**config.mk**
```make
export PLATFORM = sky130hd
export DESIGN_NAME = tsmac_rx_fifo_drain_ctrl
export DESIGN_NICKNAME = d
export VERILOG_FILES = /design/src/rtl/tsmac_rx_fifo_drain_ctrl.sv
export SDC_FILE = /design/constraint.sdc
export NUM_CORES = 1
export LEC_CHECK = 0
export ABC_CLOCK_PERIOD_IN_PS = 2600
export CORE_ASPECT_RATIO = 1.5
export CORE_MARGIN = 2
export CORE_UTILIZATION = 45
export DETAILED_ROUTE_END_ITERATION = 16
export PLACE_DENSITY = 0.78
export SLEW_MARGIN = 30
export SYNTH_ARGS = -nofsm -noshare
export SYNTH_HDL_FRONTEND = slang
export SYNTH_SLANG_ARGS = --single-unit
```
**constraint.sdc**
```tcl
create_clock -name rd_clk -period 2.6 [get_ports rd_clk]
set_input_delay 0.39 -clock rd_clk [delete_from_list [all_inputs] [get_ports rd_clk]]
set_output_delay 0.39 -clock rd_clk [all_outputs]
set_load 0.005 [all_outputs]
```
**src/rtl/tsmac_rx_fifo_drain_ctrl.sv**
```systemverilog
// Read-side frame controller for the TSMAC RX prefetch FIFO: pops 10-bit words
// and delineates frames onto a valid/ready byte stream with length/error status.
module tsmac_rx_fifo_drain_ctrl #(
    parameter int unsigned MAX_LEN    = 1518,
    parameter int unsigned LEN_W      = 11,
    parameter int unsigned IFG_CYCLES = 2
) (
    input  logic             rd_clk,
    input  logic             rd_rst,
    input  logic             enable,
    input  logic             fifo_rd_vld,
    input  logic [9:0]       fifo_rd_data,
    output logic             fifo_rd_en,
    output logic             m_valid,
    input  logic             m_ready,
    output logic [7:0]       m_data,
    output logic             m_sof,
    output logic             m_eof,
    output logic             m_err,
    output logic             frame_done,
    output logic [LEN_W-1:0] frame_len,
    output logic             frame_err,
    output logic [15:0]      drop_cnt
);

    localparam int unsigned      GAP_W     = (IFG_CYCLES > 1) ? $clog2(IFG_CYCLES) : 1;
    localparam logic [GAP_W-1:0] GAP_LAST  = GAP_W'((IFG_CYCLES > 0) ? IFG_CYCLES - 1 : 0);
    localparam logic [LEN_W-1:0] LAST_IDX  = LEN_W'(MAX_LEN - 1);
    localparam logic [LEN_W-1:0] MAX_LEN_V = LEN_W'(MAX_LEN);

    typedef enum logic [2:0] {
        IDLE,
        HUNT,
        XFER,
        DROP,
        GAP
    } state_t;

    state_t           state;
    state_t           state_nxt;
    state_t           gap_exit;
    state_t           after_frame;
    logic [LEN_W-1:0] byte_cnt;
    logic [GAP_W-1:0] gap_cnt;
    logic             w_sof;
    logic             w_eof;
    logic             synth;
    logic             trunc;
    logic             drop_inc;

    assign w_sof = fifo_rd_data[8];
    assign w_eof = fifo_rd_data[9];

    always_comb begin
        state_nxt   = state;
        fifo_rd_en  = 1'b0;
        m_valid     = 1'b0;
        m_data      = '0;
        m_sof       = 1'b0;
        m_eof       = 1'b0;
        m_err       = 1'b0;
        synth       = 1'b0;
        trunc       = 1'b0;
        gap_exit    = enable ? HUNT : IDLE;
        // With no gap configured, a frame end resolves HUNT/IDLE immediately.
        after_frame = (IFG_CYCLES == 0) ? gap_exit : GAP;

        case (state)
            IDLE: begin
                if (enable) begin
                    state_nxt = HUNT;
                end
            end
            HUNT: begin
                if (fifo_rd_vld) begin
                    if (w_sof) begin
                        state_nxt = XFER;
                    end else begin
                        fifo_rd_en = 1'b1;
                    end
                end else if (!enable) begin
                    state_nxt = IDLE;
                end
            end
            XFER: begin
                if (fifo_rd_vld) begin
                    m_valid = 1'b1;
                    if (w_sof && byte_cnt != '0) begin
                        // Missing EOF: close the frame with a synthetic error beat;
                        // the SOF word stays at the FIFO head for the next frame.
                        synth = 1'b1;
                        m_eof = 1'b1;
                        m_err = 1'b1;
                        if (m_ready) begin
                            state_nxt = after_frame;
                        end
                    end else begin
                        trunc      = (byte_cnt == LAST_IDX) && !w_eof;
                        m_data     = fifo_rd_data[7:0];
                        m_sof      = (byte_cnt == '0);
                        m_eof      = w_eof | trunc;
                        m_err      = trunc;
                        fifo_rd_en = m_ready;
                        if (m_ready) begin
                            if (w_eof) begin
                                state_nxt = after_frame;
                            end else if (trunc) begin
                                state_nxt = DROP;
                            end
                        end
                    end
                end
            end
            DROP: begin
                if (fifo_rd_vld) begin
                    if (w_sof) begin
                        state_nxt = after_frame;
                    end else begin
                        fifo_rd_en = 1'b1;
                        if (w_eof) begin
                            state_nxt = after_frame;
                        end
                    end
                end
            end
            GAP: begin
                if (gap_cnt == GAP_LAST) begin
                    state_nxt = gap_exit;
                end
            end
            default: state_nxt = IDLE;
        endcase
    end

    assign drop_inc = ((state == HUNT) && fifo_rd_en) ||
                      ((state == XFER) && m_valid && m_ready && (synth || trunc));

    always_ff @(posedge rd_clk) begin
        if (rd_rst) begin
            state      <= IDLE;
            byte_cnt   <= '0;
            gap_cnt    <= '0;
            frame_done <= 1'b0;
            frame_len  <= '0;
            frame_err  <= 1'b0;
            drop_cnt   <= '0;
        end else begin
            state      <= state_nxt;
            frame_done <= 1'b0;
            gap_cnt    <= (state == GAP) ? gap_cnt + GAP_W'(1) : '0;

            if (state == XFER && m_valid && m_ready) begin
                if (synth) begin
                    frame_done <= 1'b1;
                    frame_len  <= byte_cnt;
                    frame_err  <= 1'b1;
                    byte_cnt   <= '0;
                end else if (w_eof) begin
                    frame_done <= 1'b1;
                    frame_len  <= byte_cnt + LEN_W'(1);
                    frame_err  <= 1'b0;
                    byte_cnt   <= '0;
                end else if (trunc) begin
                    frame_done <= 1'b1;
                    frame_len  <= MAX_LEN_V;
                    frame_err  <= 1'b1;
                    byte_cnt   <= '0;
                end else begin
                    byte_cnt <= byte_cnt + LEN_W'(1);
                end
            end

            if (drop_inc && drop_cnt != '1) begin
                drop_cnt <= drop_cnt + 16'd1;
            end
        end
    end

endmodule

```
# [Word level (Yosys, flattened, before mapping)]
# Cells that the tools add are included.
[word_totals] regBits=44 in_bits=15
[op_classes] add_sub_neg=3 n_eq_ne=15 n_mux=53 n_bitwise=3 n_reduce_logical=19
[op_table] operator="11-bit 2-to-1 mux" n=6
[op_table] operator="3-bit 2-to-1 mux" n=14
[op_table] operator="1-bit 2-to-1 mux" n=28
[op_table] operator="8-bit 2-to-1 mux" n=3
[op_table] operator="16-bit by 1-bit adder with 16-bit output (second input constant)" n=1
[op_table] operator="16-bit inequality test (second input constant)" n=1
[op_table] operator="3-bit case mux with 5 select lines" n=1
[op_table] operator="11-bit by 1-bit adder with 11-bit output (second input constant)" n=1
[op_table] operator="11-bit equality test (second input constant)" n=1
[op_table] operator="11-bit logical NOT" n=1
[op_table] operator="11-bit nonzero test" n=1
[op_table] operator="2-bit inequality test (second input constant)" n=5
[op_table] operator="3-bit inequality test (second input constant)" n=3
[op_table] operator="9-bit AND reduction" n=1
[op_table] operator="1-bit logical AND" n=7
[op_table] operator="3-bit by 2-bit equality test with 1-bit output (second input constant)" n=2
[op_table] operator="2-bit OR reduction" n=3
[op_table] operator="4-bit inequality test (second input constant)" n=1
[op_table] operator="3-bit by 1-bit equality test with 1-bit output (second input constant)" n=1
[op_table] operator="3-bit equality test (second input constant)" n=1
[op_table] operator="3-bit logical NOT" n=1
[op_table] operator="3-bit nonzero test" n=1
[op_table] operator="1-bit logical OR" n=2
[op_table] operator="1-bit inverter" n=2
[op_table] operator="other kinds (5)" n=5

# [Depth between registers and ports, before layout]
[depth] depth_word=9 mapped_depth=9

# [Worst setup path before layout]
# Ideal clock, no wire load.
[synth_path] path_type="reg-to-output" startpoint="register byte_cnt[0]" endpoint="output port m_err" arrival_ps=1893 t_required_ps=2210 path_slack_ps=317 path_stages_with_launch=8 path_buffers=2 cell_sequence="dfxtp_1 > inv_1 > ha_1 > nor4b_4 > a311oi_1 > clkbuf_1 > clkbuf_1 > or2_2"
[synth_between] elab_chain_len=5 word_cells_on_any_way=7
[synth_lines] element="start: declaration" line="43" source="logic [LEN_W-1:0] byte_cnt;"
[synth_lines] element="start signal: assignment" line="169" source="byte_cnt <= byte_cnt + LEN_W'(1);"
[synth_lines] element="11-bit equality test / 11-bit nonzero test (equally long branches)" line="98, 88"
[synth_lines] element="1-bit logical AND (on tied branches)" line="98, 88"
[synth_lines] element="1-bit 2-to-1 mux (*)" line="88" source="if (w_sof && byte_cnt != '0) begin"
[synth_lines] element="1-bit 2-to-1 mux (*)" line="86" source="if (fifo_rd_vld) begin"
[synth_lines] element="1-bit 2-to-1 mux (*)" line="68" source="case (state)"
[synth_lines] element="end: declaration" line="19" source="output logic m_err,"
# Mark *: on every way between the ends. The rest lies on a longest branch, timed or not.

# [Worst setup path after layout]
# Ends and elaborated chain as after synthesis.

==> results.toml <==
[run_status]
outcome = "complete, no violations"

[setup_path]
reg2reg_depth = 11
worstReg2RegStart = "byte_cnt[0]$_SDFFE_PP0P_"
critical_path_class = "reg2out"
cp-endpoint = "m_err"
crit_slowest_cell = "dfxtp_2"
cp.depth = 9
cp-startpoint = "byte_cnt[0]$_SDFFE_PP0P_"
crit_required_ps = 2210
cp_cell_sequence = "inv_2 -> ha_1 -> nor4b_4 -> buf_4 -> buf_4 -> buf_4 -> a311oi_4 -> or2_4 -> dlygate4sd2_1"
crit_top_cell = "buf_4"
cp_data_arrival_time_ps = 2110
worst-path-max-fanout = 3
crit_family = "buffers and inverters"
path_buf_inv = 5
reg2reg_slack_ps = 190
end_kind = "primary output"
worstSetupStartpointType = "register"
r2r-end = "frame_len[0]$_SDFFE_PP0P_"
slowest_delay_ps = 340

[cells_and_area]
fill_cells = 486
syn_to_final_growth_pct = 40.2
seqCellArea_um2 = 882
multiInputGateArea_um2 = 1680
layout.nets = 428
finalInstanceArea_um2 = 3690
layout-drive-gt1-share_pct = 19.3
n_antenna_cell = 0

[drt]
remaining_drc_errors = 0
postRouteAntennaNets = 0
drt-total-wl_um = 7560
dr.pass1.iters = 6
vias_per_cell = 6.03
vias = 2906
post_drt_wl_per_cell_um = 15.7
drt_iter0_markers = 262

[logic_synthesis]
synth_xor_area_share_pct = 0
synthTopCellsByArea = "dfxtp_1 (33%), a21oi_1 (6.3%), nand3_1 (3.8%)"
synthSimpleGateAreaFrac_pct = 33.2
synthArstFlopShare_pct = 0
synth_cells = 329
synth_mux_area_share_pct = 2.42
synth_commonest_cells = "dfxtp_1 (44), a21oi_1 (33), nand2_1 (21)"
synth_area_um2 = 2640
yosysTopAreaCellShare_pct = 33.4
avgSynthCellArea_um2 = 8.01
synth-edff-count = 0
synth_top_area_cell = "dfxtp_1"
synth_flop_cell = "dfxtp_1"
synth_nets = 348
synth-seq-cells = 44
synthAdderAreaFrac_pct = 1.90
synth_most_common_cell = "dfxtp_1"
synth_compound_area_share_pct = 23.1
yosysWarnings = 0
synthDistinctLibCells = 56
ys_seq_area_share_pct = 33.4
synth_top_family_by_area = "simple AND/OR/NAND/NOR gates"

[clocking]
cts_root_buffer = "clkbuf_8"
holdBufCountCts = 0
cts.clk_slew.worst_paths_ps = 90
cts_buffers = 5
clockBufferDepth = 2
cts_sinks = 44
cts_max_level = 2
clock_insertion_delay_worst_skew_ps = 300
cts_tree = "yes"

[global_routing]
grt_pass1_wl_um = 12300
grt_pass1_vias = 2686
grt_antenna_before_repair = 0
gr-total-overflow = 0
grt_max_degree = 27
globalRouteTotalUtil_pct = 23.5

[timing]
fin_skew_ps = 7.49
fin_crit_sh_pct = 96.0
final_max_slew_viol_count = 0
min_period_ps = 2500
hold_viol_final = 0
max_freq_ghz = 0.401
finalSetupViolations = 0
slew_headroom_pct = 38.4
rsz0062_at_grt = "true"
worst_pin_slew_ps = 925

[power_and_ir_drop]
swShare_pct = 27.0
pwr-share-clk_pct = 33.2
ir_drop_uv = 241
seq_power_share_pct = 52.8
power.density_nw_per_um2 = 356
p_switching_mw = 0.355
p_int_mw = 0.961
total_power_mw = 1.32
pwr-share-comb_pct = 14.0
leakagePower_nw = 1.42

[floorplanning]
core_um2 = 5740
die_area_um2 = 6500
die_h_um = 97.7
fp-row-count = 34
die_x_um = 66.5
num_io_pins = 57
start_util_pct = 45.9

[place]
io_buffers = 56
dp_hpwl_um = 5440
gp_congestion = 0.926
place_area_um2 = 3490

[run]
cap_violations = 0

[hold_path]
hold_path_class = "reg2reg"
what timing repair did:
action,in CTS,in global routing
setup buffers,2,2
endpoints found under the setup margin,10,18
pin swaps,4,6
resized for setup,14,21
per-stage QoR:
stage                     utilization, %  hold slack (ps)  setup slack [ps]  instances  setup TNS [ps]
after floorplan                        -              456               317        329               0
after global placement              60.7              449              11.0        470               0
after detailed placement            60.7              446             -72.8        470            -582
after CTS                           63.2              478             -14.7        480           -14.7
after global routing                64.3              490              -116        482            -129
final                               64.3              470               104        482               0
kinds of logic after synthesis:
logic type               Yosys count
buffers and inverters             38
multiplexers                       6
AND/OR/NAND/NOR                  143
adder cells (fa/ha/maj)            4
AO/OA/AOI/OAI                     94
flip-flops                        44
final cells by class:
class | instances | area share (%)
inverters | 12 | 1.25
well taps | 72 | 2.44
flip-flops and latches | 44 | 23.9
repair buffers | 99 | 24.6
multi-input cells | 247 | 45.5
clock buffers | 5 | 1.86
clock inverters | 3 | 0.508
worst register-to-register path, stage by stage (launching register included):
cell       delay (ps)
dfxtp_2           330
inv_2              50
ha_1              130
nor4b_4           260
buf_4             170
buf_4              90
buf_4             110
a311oi_4          100
buf_4             240
o31a_1            350
nor2_2            350
o2bb2ai_1         170
power groups by stage:
stage	logic [mW]	clock network, mW	registers (mW)
detailed placement	0.178	0	0.710
CTS	0.179	0.444	0.694
floorplan	0.112	0	0.700
finish	0.184	0.437	0.695
global route	0.199	0.476	0.696
global placement	0.174	0	0.709
layer usage:
layer / GRT usage [%] / vias up / share of wire, %
met5: 0 / - / 0
met4: 10.2 / 0 / 2.7
met3: 3.80 / 23 / 5.2
met2: 41.5 / 117 / 53
met1: 27.0 / 1360 / 39
li1: - / 1406 / -
flip-flops by register name, indices dropped and copies added (netlist names):
signal / count
state: 3
drop_cnt: 16
frame_len: 11
frame_err: 1
frame_done: 1
byte_cnt: 11
gap_cnt: 1
worst min path at each step:
stage,slack [ps],startpoint,to,cells past startpoint
5_1_grt,490,frame_len[0]$_SDFFE_PP0P_,frame_len[0]$_SDFFE_PP0P_,1
6_report,470,frame_len[6]$_SDFFE_PP0P_,frame_len[6]$_SDFFE_PP0P_,1
4_1_cts,480,frame_len[2]$_SDFFE_PP0P_,frame_len[2]$_SDFFE_PP0P_,1
3_3_place_gp,450,frame_len[5]$_SDFFE_PP0P_,frame_len[5]$_SDFFE_PP0P_,1
3_5_place_dp,450,frame_len[2]$_SDFFE_PP0P_,frame_len[2]$_SDFFE_PP0P_,1
2_1_floorplan,460,frame_len[0]$_SDFFE_PP0P_,frame_len[0]$_SDFFE_PP0P_,1
cells in the final DEF (no fill, tap or decap), types with 2 or more instances in the layout:
| cell type | n |
|---|---|
| clkinv_2 | 3 |
| and2_1 | 11 |
| nand2_1 | 20 |
| nor2_2 | 2 |
| dlymetal6s2s_1 | 7 |
| nor2b_1 | 2 |
| nor2_1 | 13 |
| inv_2 | 2 |
| nor4b_1 | 3 |
| a21oi_1 | 33 |
| and3_1 | 4 |
| or4_1 | 10 |
| o2bb2ai_1 | 10 |
| dfxtp_1 | 43 |
| ha_1 | 4 |
| nor4_2 | 2 |
| and4_1 | 2 |
| o41ai_1 | 2 |
| a211oi_1 | 2 |
| mux2_1 | 2 |
| nor3_1 | 5 |
| clkdlybuf4s50_1 | 44 |
| nor3_2 | 3 |
| nor4_1 | 5 |
| nand2b_1 | 2 |
| a31oi_1 | 5 |
| o21bai_1 | 2 |
| and2_4 | 2 |
| nand4_1 | 9 |
| o31ai_1 | 8 |
| buf_4 | 41 |
| o21ai_0 | 12 |
| o22ai_1 | 8 |
| inv_1 | 9 |
| mux2i_1 | 3 |
| nor3b_1 | 2 |
| nand3_1 | 20 |
| dlygate4sd2_1 | 4 |
| clkbuf_8 | 5 |
| or3_1 | 13 |
Power figures use the tool's default switching activity.
